## src/rtl/mix_columns_engine.sv

```systemverilog
// AES MixColumns / InvMixColumns engine with valid/ready handshake.
// Transforms COLS_PER_CYCLE columns per beat from a captured working copy of the state.

module mc_col (
  input  logic [31:0] i_col,
  input  logic        i_inv,
  output logic [31:0] o_col
);
  function automatic logic [7:0] xt(input logic [7:0] x);
    return {x[6:0], 1'b0} ^ (x[7] ? 8'h1b : 8'h00);
  endfunction

  logic [7:0] w_a [4];

  for (genvar r = 0; r < 4; r++) begin : g_byte
    assign w_a[r] = i_col[31-8*r -: 8];
  end

  // Each row is row 0 applied to the column bytes rotated up by r.
  for (genvar r = 0; r < 4; r++) begin : g_row
    logic [7:0] w_p [4];
    logic [7:0] w_x2 [4];
    logic [7:0] w_x4 [4];
    logic [7:0] w_x8 [4];
    logic [7:0] w_fwd, w_inv;

    always_comb begin
      for (int k = 0; k < 4; k++) begin
        w_p[k]  = w_a[(r+k)%4];
        w_x2[k] = xt(w_p[k]);
        w_x4[k] = xt(w_x2[k]);
        w_x8[k] = xt(w_x4[k]);
      end
      w_fwd = w_x2[0] ^ (w_x2[1] ^ w_p[1]) ^ w_p[2] ^ w_p[3];
      w_inv = (w_x8[0] ^ w_x4[0] ^ w_x2[0]) ^ (w_x8[1] ^ w_x2[1] ^ w_p[1]) ^
              (w_x8[2] ^ w_x4[2] ^ w_p[2]) ^ (w_x8[3] ^ w_p[3]);
    end

    assign o_col[31-8*r -: 8] = i_inv ? w_inv : w_fwd;
  end
endmodule

module mix_columns_engine #(
  parameter int COLS_PER_CYCLE = 1
) (
  input  logic         clk,
  input  logic         rst,
  input  logic         flush,
  input  logic         in_valid,
  output logic         in_ready,
  input  logic [127:0] in_state,
  input  logic         in_inverse,
  output logic         out_valid,
  input  logic         out_ready,
  output logic [127:0] out_state,
  output logic         busy
);
  if (COLS_PER_CYCLE != 1 && COLS_PER_CYCLE != 2 && COLS_PER_CYCLE != 4) begin : g_bad_cfg
    $fatal(1, "mix_columns_engine: COLS_PER_CYCLE must be 1, 2 or 4");
  end

  localparam int         BEATS = 4 / COLS_PER_CYCLE;
  localparam logic [1:0] LAST  = 2'(BEATS - 1);

  typedef enum logic [1:0] {S_IDLE = 2'd0, S_BUSY = 2'd1, S_DONE = 2'd2} state_t;

  state_t                         r_state, w_next;
  logic [1:0]                     r_beat;
  logic [127:0]                   r_work, r_out;
  logic                           r_inv, r_live, r_out_vld, r_busy;
  logic                           w_accept;
  logic [COLS_PER_CYCLE-1:0][31:0] w_col, w_res;

  // r_live keeps in_ready low while reset is asserted and until the first edge after release.
  assign in_ready  = r_live && (r_state == S_IDLE || (r_state == S_DONE && out_ready));
  assign w_accept  = in_valid && in_ready && !flush;
  assign out_valid = r_out_vld;
  assign busy      = r_busy;
  assign out_state = r_out;

  always_comb begin
    w_next = r_state;
    case (r_state)
      S_IDLE:  if (w_accept) w_next = S_BUSY;
      S_BUSY:  if (r_beat == LAST) w_next = S_DONE;
      S_DONE:  if (out_ready) w_next = w_accept ? S_BUSY : S_IDLE;
      default: w_next = S_IDLE;
    endcase
    if (flush) w_next = S_IDLE;
  end

  always_ff @(posedge clk or negedge rst) begin
    if (!rst) r_state <= S_IDLE;
    else      r_state <= w_next;
  end

  always_comb begin
    for (int j = 0; j < COLS_PER_CYCLE; j++)
      w_col[j] = r_work[(int'(r_beat)*COLS_PER_CYCLE + j)*32 +: 32];
  end

  for (genvar j = 0; j < COLS_PER_CYCLE; j++) begin : g_col
    mc_col u_col (.i_col(w_col[j]), .i_inv(r_inv), .o_col(w_res[j]));
  end

  always_ff @(posedge clk or negedge rst) begin
    if (!rst) begin
      r_beat    <= '0;
      r_work    <= '0;
      r_out     <= '0;
      r_inv     <= 1'b0;
      r_live    <= 1'b0;
      r_out_vld <= 1'b0;
      r_busy    <= 1'b0;
    end else begin
      r_live    <= 1'b1;
      r_out_vld <= (w_next == S_DONE);
      r_busy    <= (w_next == S_BUSY);
      if (flush) begin
        r_beat <= '0;
      end else if (w_accept) begin
        r_work <= in_state;
        r_inv  <= in_inverse;
        r_beat <= '0;
      end else if (r_state == S_BUSY) begin
        r_beat <= (r_beat == LAST) ? 2'd0 : 2'(r_beat + 2'd1);
        for (int j = 0; j < COLS_PER_CYCLE; j++)
          r_out[(int'(r_beat)*COLS_PER_CYCLE + j)*32 +: 32] <= w_res[j];
      end
    end
  end
endmodule

```

## config.mk

```make
export PLATFORM = sky130hd
export DESIGN_NAME = mix_columns_engine
export DESIGN_NICKNAME = d
export VERILOG_FILES = /design/src/rtl/mix_columns_engine.sv
export SDC_FILE = /design/constraint.sdc
export NUM_CORES = 1
export LEC_CHECK = 0
export ABC_CLOCK_PERIOD_IN_PS = 5890
export CAP_MARGIN = 30
export CORE_MARGIN = 5
export CORE_UTILIZATION = 30
export CTS_CLUSTER_SIZE = 16
export DETAILED_ROUTE_END_ITERATION = 10
export GPL_TIMING_DRIVEN = 0
export PLACE_DENSITY = 0.56
export SLEW_MARGIN = 20
export SYNTH_ARGS = -nofsm -noshare
export SYNTH_HDL_FRONTEND = slang
export SYNTH_HIERARCHICAL = 1
export SYNTH_SLANG_ARGS = --single-unit
```

## constraint.sdc

```tcl
create_clock -name clk -period 5.89 [get_ports clk]
set_input_delay 0.589 -clock clk [delete_from_list [all_inputs] [get_ports clk]]
set_output_delay 0.589 -clock clk [all_outputs]
set_load 0.01 [all_outputs]
```

==> run_results.csv, run 1 <==
group,metric,value,unit
final_layout,layoutNonFillerInstCount,2021,
logic_synthesis,ys.flop_type,"dfrtp_1",
final_layout,multi_input_comb_area,6270,um2
routing,vias,9396,
floorplan,initial_core_util,30.3,%
clock_network,cts_buffer_depth,3,
floorplan,dieArea,48900,um2
final_layout,drive_gt1_share,12.5,%
final_layout,seq_area,6610,um2
logic_synthesis,synthCells,1110,
critical_path,required,6.37,ns
sta,relSlewSlack,37.4,%
power,peakVddDrop,0.301,mV
logic_synthesis,synth_compound_area_share,6.39,%
logic_synthesis,ys_seq_elements,264,
logic_synthesis,synth_adder_area_share,0.562,%
clock_network,clkTransAtPathRegs,0.06,ns
global_routing,grt_antenna_before_repair,9,
sta,clock-skew-final,0.0156,ns
routing,wl,41300,um
floorplan,core_area,44100,um2
sta,finalHoldViolCount,0,
placed_design,post-place-ws,1.09,ns
critical_path,critPathLaunchType,"flop",
min_path,hold_class,"in2async",
floorplan,die_x,221,um
final_layout,fin_area,17800,um2
final_layout,nets,1546,
routing,wl_per_cell,20.4,um
logic_synthesis,synth_top_family_by_area,"multiplexers",
logic_synthesis,synth_fp_nets,1250,
critical_path,cp.arrival,5.28,ns
sta,fin_ws,1.08,ns
power,p_leak,7.26,nW
sta,fmax,208,MHz
critical_path,critPathKind,"reg2reg",
critical_path,cp_max_fo,10,
sta,min_period,4.81,ns
routing,m1WireLength,17900,um
critical_path,endpoint_kind,"flop",
clock_network,cts_root_buf,"clkbuf_16",
routing,drt_first_pass_iters,7,
final_layout,area_growth_syn_to_layout,33.1,%
clock_network,clock_latency,0.56,ns
floorplan,pin_count,265,
logic_synthesis,seq_area_frac_synth,49.4,%
routing,highest_layer,"met5",
global_routing,grt_pass1_wl,64200,um
clock_network,cts_resized,0,
routing,wl_met3,2820,um
placed_design,gp_congestion,0.853,
sta,fin_crit_sh,81.6,%
critical_path,worst-r2r-cell-count,12,
sta,final-setup-viol-count,0,
floorplan,fp.dieH,221,um
placed_design,post-dp-hpwl,32200,um
routing,routed_via_density,4.65,
clock_network,cts_sinks,264,
logic_synthesis,postSynthAreaPerCell,12.0,um2
final_layout,nFillCells,4314,
routing,antenna_left,0,
logic_synthesis,synthMuxAreaShare,16.7,%
logic_synthesis,synth_edf_count,0,
power,finalPower,9.05,mW
logic_synthesis,ys_warn_count,6,
sta,tightest_slew,0.937,ns
routing,met2_length,19400,um
routing,drc,0,
logic_synthesis,async_flop_share,100,%
global_routing,grt.total_usage,16.8,%
sta,final_max_slew_viol_count,0,
placed_design,placed_cell_area,16800,um2
global_routing,grt.overflow.total,0,
placed_design,io_buffers,263,
clock_network,cts_hold_buffers,0,
flow_run,maxCapViolations,0,
logic_synthesis,synth_cell_types,38,
clock_network,cts_buffers,29,
placed_design,placed_cells,1967,
clock_network,h-tree-depth,1,
logic_synthesis,synth_xor_area_share,16.0,%
power,power_density,509,nW/um2
routing,drtIter0Drc,526,
global_routing,grt_max_degree,96,
floorplan,row_count,77,
global_routing,first_global_vias,10300,
logic_synthesis,synth_simple_gate_area_share,7.17,%
sta,rsz0062_at_grt,"no",
logic_synthesis,synth_area,13400,um2
run_status,outcome,"complete, no violations",
clock_network,cts_tree,"yes",
clock_network,cts_setup_buffers,0,
## layer usage
| metal | up-vias | track usage [%] |
|---|---|---|
| met5 | - | 0 |
| met3 | 72 | 4.76 |
| li1 | 4355 | - |
| met2 | 271 | 27.6 |
| met4 | 14 | 4.62 |
| met1 | 4684 | 21.8 |
## registers in the layout (all words and copies together) (netlist names)
name	count
out_valid	1
r_state	2
busy	1
r_work	128
r_live	1
out_state	128
r_inv	1
r_beat	2
## stage by stage
stage          TNS (ns)  utilization, %  hold WS (ns)
6_report              0            40.3        0.0318
5_1_grt               0            40.3        0.0604
4_1_cts               0            40.3        0.0361
3_5_place_dp          0            38.1         0.470
3_3_place_gp   -1960.72            37.9         0.462
2_1_floorplan         0               -         0.293
## synth_stat cells, types with 5 or more instances
master,number,share of area (%)
o21ai_0,86,3.2
nor2_1,11,0.31
nand2_1,205,5.8
xnor2_1,144,9.4
mux4_2,32,5.4
ha_1,6,0.56
clkbuf_1,41,1.2
a22o_1,32,2.1
mux2_2,41,3.5
mux2_1,88,7.4
buf_4,5,0.28
mux2i_1,6,0.45
xor2_1,39,2.6
a21oi_1,8,0.30
xnor2_2,8,0.97
buf_6,12,1.0
xnor3_1,9,1.5
o21ai_1,13,0.49
buf_2,23,0.86
dfrtp_1,264,49
## cell families (layout without fill, tap and decap cells)
family / after synthesis / in the layout
AOI/OAI and AO/OA: 144 / 144
xor gates and xnor gates: 209 / 209
adders and majority gates: 6 / 6
buffers and inverters: 89 / 406
DFF: 264 / 264
muxes: 167 / 167
other: 1 / 3
and+or+nand+nor: 230 / 230
## layout by cell type, fill, tap and decap left out, types with 4 or more instances in the layout
master,instances
nand2_1,205
dfrtp_1,264
clkbuf_8,7
bufinv_16,4
inv_1,4
buf_6,12
a21oi_1,8
xor2_1,39
nand4bb_1,4
mux2_2,41
a22o_1,32
mux2i_1,6
mux4_2,32
clkinv_2,6
clkdlybuf4s50_1,262
o21ai_1,14
clkbuf_16,29
nor3b_1,4
buf_2,23
xor3_1,4
nor2_1,11
xnor2_2,8
buf_4,5
xnor3_1,9
ha_1,6
xnor2_1,144
o21ai_0,85
clkbuf_1,47
mux2_1,88
## cell type report
type	count	share of cell area (%)
clock buffers	40	4.59
flip-flops and latches	264	37.1
repair buffers	265	15.1
multi-input cells	757	35.2
inverters	4	0.0844
plain buffers	85	2.68
clock inverters	12	0.936
well taps	592	4.16
diodes	2	0.0281
## critical path, stage by stage (launching register included)
cell and delay [ns]:
dfrtp_1 0.40, clkbuf_1 0.53, clkbuf_1 0.68, mux4_2 0.40, buf_2 0.21, xnor2_2 0.26
xor2_1 0.37, xnor3_1 0.50, xor2_1 0.21, mux2i_1 0.16, xnor2_1 0.71, nand2_1 0.11
o21ai_0 0.17
## power by group
part / switching (mW) / internal, mW
Combinational: 2.92 / 1.99
Clock: 0.740 / 1.14
Sequential: 0.157 / 2.11
Total: 3.82 / 5.24
## path summary, 6_finish.rpt
path	slack [ns]	end	start
hold reg to reg	0.48	r_work[32]	r_work[32]
hold / removal	0.03	r_work[108]	rst
setup / recovery	1.08	out_state[5]	r_beat[1]
setup reg to reg	1.08	out_state[5]	r_beat[1]
max in group asynchronous	4.95	out_state[26]	rst
min in group clk	0.32	r_beat[1]	flush
No activity file was read; power rests on OpenSTA's default activity.
==> inputs of run 2 (changes only) <==
- ABC_CLOCK_PERIOD_IN_PS: 5890 -> 4850
- clock period: 5.89 -> 4.85 ns (I/O delays scaled with it)
==> run_results.csv, run 2 (synthesized netlist as in run 1, its figures left out) <==
group,metric,value,unit
routing,drtIter0Drc,533,
placed_design,io_buffers,263,
global_routing,first_global_vias,10300,
routing,drc,0,
global_routing,use_met2,27.6,%
critical_path,critPathKind,"reg2reg",
critical_path,reg2reg_slack,0.26,ns
sta,fin_crit_sh,94.6,%
sta,timing.hold.ws,0.213,ns
global_routing,grt_max_degree,96,
critical_path,cpMostUsedCell,"xnor2_1",
sta,min_period,4.59,ns
flow_run,maxCapViolations,0,
clock_network,cts_buffers,29,
final_layout,multi_input_comb_area,6290,um2
global_routing,grt_antenna_before_repair,9,
critical_path,r2r-start,"r_beat[1]",
critical_path,endpoint_kind,"flop",
sta,finalHoldViolCount,0,
final_layout,fin_area,17800,um2
sta,clock-skew-final,0.0154,ns
final_layout,area_growth_syn_to_layout,33.3,%
sta,relSlewSlack,34.1,%
min_path,hold_path_depth,2,
placed_design,post-dp-hpwl,32200,um
floorplan,fp.dieH,221,um
final_layout,final_cell_mix,"dfrtp_1, clkdlybuf4s50_1, nand2_1",
routing,routed_via_density,4.62,
routing,vias,9347,
critical_path,max_stage_delay,0.78,ns
placed_design,placed_cell_area,16800,um2
critical_path,required,5.33,ns
sta,rsz0062_at_grt,"no",
critical_path,critical_path.top_delay_family,"XOR/XNOR gates",
final_layout,seq_area,6610,um2
placed_design,gp_congestion,0.853,
clock_network,h-tree-depth,1,
critical_path,worst_path_max_delay_cell,"xor2_1",
clock_network,cts_root_buf,"clkbuf_16",
sta,tightest_slew,0.978,ns
sta,final-setup-viol-count,0,
run_status,outcome,"complete, no violations",
critical_path,critPathLaunchType,"flop",
power,peakVddDrop,0.378,mV
routing,drt_first_pass_iters,5,
critical_path,worst-r2r-cell-count,12,
routing,antenna_left,0,
sta,setup-tns-final,0,ns
clock_network,clkTransAtPathRegs,0.06,ns
final_layout,layout_commonest_cell,"dfrtp_1",
critical_path,cp.arrival,5.07,ns
global_routing,grt.met3_usage,4.76,%
floorplan,dieArea,48900,um2
clock_network,cts_sinks,264,
sta,fmax,218,MHz
critical_path,cp_max_fo,10,
power,p_leak,7.29,nW
floorplan,initial_core_util,30.3,%
clock_network,clock_latency,0.56,ns
clock_network,cts_setup_buffers,0,
critical_path,critPathBufInv,3,
critical_path,worst_r2r_endpoint,"out_state[10]",
floorplan,pin_count,265,
floorplan,core_area,44100,um2
routing,wl_per_cell,20.4,um
power,power_density,619,nW/um2
final_layout,nFillCells,4311,
floorplan,die_x,221,um
clock_network,cts_buffer_depth,3,
power,finalPower,11.0,mW
global_routing,grt.overflow.total,0,
floorplan,row_count,77,
min_path,hold_path.startpoint,"flush",
critical_path,worstPathCellList,"clkbuf_1 > clkbuf_1 > mux4_2 > buf_4 > xnor2_2 > xnor2_1 > xnor2_1 > nand2_1 > xnor2_1 > xor2_1 > nand2_1 > o21ai_0",
global_routing,met1_usage,21.8,%
global_routing,grt-busiest-layer,"met2",
global_routing,grt.total_usage,16.8,%
min_path,hold_class,"in2reg",
routing,wl,41200,um
global_routing,grt_pass1_wl,64200,um
min_path,min_to,"r_beat[1]",
final_layout,nets,1547,
sta,final_max_slew_viol_count,0,
final_layout,drive_gt1_share,12.9,%
clock_network,cts_tree,"yes",
run 2: cell count changes in the layout (fill, tap and decap cells not counted):
cell and change:
buf_1 -1, clkbuf_1 -1, clkbuf_2 +2, dlygate4sd3_1 +1
xnor2_1 -3, xnor2_2 +3
run 2: power by group:
group          internal (mW)  switching, mW  total (mW)
combinational           2.46           3.55        6.01
clock                   1.38          0.899        2.28
sequential              2.56          0.189        2.75
run 2: repair_timing:
action | CTS | global route
hold buffers | 1 | 0
setup endpoints to repair | 0 | 28
hold endpoints to repair | 79 | 0
resized for setup | 0 | 7
run 2: per-layer routing:
layer	vias up	part of all wire (%)
met4	14	2.8
met5	-	0.18
li1	4357	-
met3	71	6.9
met1	4637	43
met2	268	47
run 2: area by class of cell:
| type | count | share of cell area (%) |
|---|---|---|
| antenna | 2 | 0.0281 |
| inverter | 4 | 0.0843 |
| tap | 592 | 4.16 |
| timing repair buffer | 266 | 15.2 |
| clock buffer | 40 | 4.58 |
| multi-input combinational | 757 | 35.3 |
| clock inverter | 12 | 0.934 |
| buffer | 85 | 2.69 |
| sequential | 264 | 37.1 |
run 2: per-stage QoR:
step	util [%]	setup WS, ns	cells
after CTS	40.3	0.0429	2020
after floorplan	-	1.45	1110
final	40.4	0.261	2022
after detailed placement	38.1	0.0453	1967
after global routing	40.4	0.00799	2020
after global placement	37.9	-8.39	1965
run 2: worst max path at each step:
stage	endpoint	from	cells after the start
after detailed placement	out_state[3]	r_beat[1]	12
after global placement	out_state[10]	rst	1
final	out_state[10]	r_beat[1]	12
after global routing	out_state[10]	r_beat[1]	12
after floorplan	out_state[3]	r_beat[0]	12
after CTS	out_state[3]	r_beat[1]	12
==> inputs of run 3 (changes only) <==
- CTS_CLUSTER_SIZE: 16 -> 8
- REMOVE_ABC_BUFFERS: unset -> 1
==> run_results.csv, run 3 (synthesized netlist as in run 1, its figures left out) <==
group,metric,value,unit
sta,timing.hold.ws,0.475,ns
critical_path,critPathBufInv,1,
global_routing,grt.overflow.total,0,
floorplan,pin_count,265,
floorplan,fp.dieH,221,um
power,power_density,585,nW/um2
sta,final_max_slew_viol_count,0,
placed_design,post-dp-hpwl,28000,um
critical_path,cp.arrival,4.34,ns
global_routing,first_global_vias,9532,
placed_design,gp_congestion,0.770,
clock_network,cts_buffer_depth,3,
power,p_sw,4.05,mW
clock_network,cts_tree,"yes",
sta,tightest_slew,0.786,ns
clock_network,clkTransAtPathRegs,0.05,ns
power,power_frac_clock,22.5,%
clock_network,clock_latency,0.53,ns
critical_path,critPathLaunchType,"flop",
placed_design,placed_cells,1914,
sta,fmax,256,MHz
clock_network,h-tree-depth,2,
final_layout,layoutNonFillerInstCount,1959,
power,p_int,6.37,mW
critical_path,endpoint_kind,"flop",
power,finalPower,10.4,mW
sta,finalHoldViolCount,0,
placed_design,io_buffers,264,
flow_run,maxCapViolations,0,
critical_path,max_stage_delay,0.78,ns
critical_path,worstPathCellList,"buf_16 > mux4_2 > xnor2_2 > xnor3_1 > xor3_1 > xnor2_1 > nand2_1 > xnor2_1 > nand2_1 > o21ai_0",
floorplan,row_count,77,
run_status,outcome,"complete, no violations",
sta,rsz0062_at_grt,"no",
routing,drt_first_pass_iters,4,
final_layout,area_growth_syn_to_layout,33.4,%
final_layout,nets,1504,
final_layout,antenna_cells,0,
routing,routed_via_density,4.55,
final_layout,layout_commonest_cell,"clkdlybuf4s50_1",
sta,min_period,3.90,ns
routing,antenna_left,0,
floorplan,dieArea,48900,um2
final_layout,fin_util,40.4,%
sta,relSlewSlack,47.4,%
routing,drc,0,
floorplan,initial_core_util,30.3,%
clock_network,cts_setup_buffers,0,
clock_network,cts_buffers,39,
final_layout,drive_gt1_share,12.7,%
critical_path,critical_path.top_delay_family,"XOR/XNOR gates",
sta,clock-skew-final,0.0142,ns
critical_path,critPathKind,"reg2reg",
global_routing,grt.total_usage,15.0,%
global_routing,grt_max_degree,96,
global_routing,grt_pass1_wl,57900,um
clock_network,cts_resized,0,
floorplan,core_area,44100,um2
routing,vias,8907,
final_layout,final_cell_mix,"clkdlybuf4s50_1, dfrtp_1, nand2_1",
floorplan,die_x,221,um
power,seqPwrFrac,26.5,%
power,netSwitchingFraction,38.9,%
min_path,hold_class,"reg2reg",
power,peakVddDrop,0.288,mV
critical_path,required,5.29,ns
clock_network,cts_root_buf,"clkbuf_16",
sta,fin_crit_sh,80.5,%
routing,wl,36900,um
sta,final-setup-viol-count,0,
routing,drtIter0Drc,347,
routing,wl_per_cell,18.8,um
power,p_leak,7.22,nW
critical_path,cp_max_fo,30,
critical_path,worst_path_max_delay_cell,"mux4_2",
clock_network,cts_sinks,264,
global_routing,grt_antenna_before_repair,5,
power,p_comb_share,51.0,%
-- run 3: cell types whose count changed in the layout (fill, tap and decap cells not counted), sizes merged --
cell,change
bufinv,-4
clkbuf,-43
clkinv,-5
inv,+1
diode,-2
buf,-10
clkdlybuf4s50,+1
clkinvlp,-1
-- run 3: area by class of cell --
cell class              instances  area [um2]
fillers                      4312       26300
flip-flops and latches        264        6610
multi-input cells             757        6350
repair buffers                298        3110
clock buffers                  41         993
well taps                     592         741
clock inverters                 3        18.8
inverters                       4        15.0
-- run 3: per-stage QoR --
step | setup slack [ns] | setup TNS, ns | area [um2]
after global placement | -8.39 | -2945.24 | 16300
after global routing | 0.649 | 0 | 17800
after CTS | 0.879 | 0 | 17800
after floorplan | -0.685 | -72.20 | 12900
final | 0.947 | 0 | 17800
after detailed placement | 0.895 | 0 | 16800
-- run 3: path summary, 6_finish.rpt --
kind	from	endpoint	slack [ns]	depth (start not counted)
worst max register to register	r_beat[0]	out_state[99]	0.95	10
worst min register to register	out_state[5]	out_state[5]	0.47	2
worst min-delay path	out_state[5]	out_state[5]	0.47	2
min in group asynchronous	rst	r_work[67]	0.55	2
max in group asynchronous	rst	r_beat[0]	3.32	3
worst max-delay path	r_beat[0]	out_state[99]	0.95	10
-- run 3: repair_timing --
action                                 CTS  global route
endpoints found under the hold margin   81             0
setup endpoints to repair                0             0
hold buffers                             1             0
-- run 3: layer usage --
| metal | vias up | wire length, um | global-route usage [%] |
|---|---|---|---|
| met5 | - | 61 | 0 |
| met4 | 10 | 754 | 4.22 |
| met3 | 57 | 2620 | 4.78 |
| met2 | 241 | 16700 | 23.4 |
| met1 | 4354 | 16800 | 20.2 |
| li1 | 4245 | - | - |
-- run 3: worst reg2reg max path, cell delays in order, from the launching register on --
cell	delay (ns)
dfrtp_4	0.55
buf_16	0.28
mux4_2	0.82
xnor2_2	0.31
xnor3_1	0.41
xor3_1	0.45
xnor2_1	0.17
nand2_1	0.08
xnor2_1	0.50
nand2_1	0.08
o21ai_0	0.16
-- run 3: power groups by stage --
stage | clock, mW | combinational, mW | sequential (mW)
6_report | 2.35 | 5.32 | 2.76
5_1_grt | 2.51 | 5.84 | 2.80
4_1_cts | 2.44 | 5.42 | 2.76
3_5_place_dp | 0 | 5.41 | 2.79
3_3_place_gp | 0 | 5.33 | 2.81
2_1_floorplan | 0 | 3.72 | 2.80
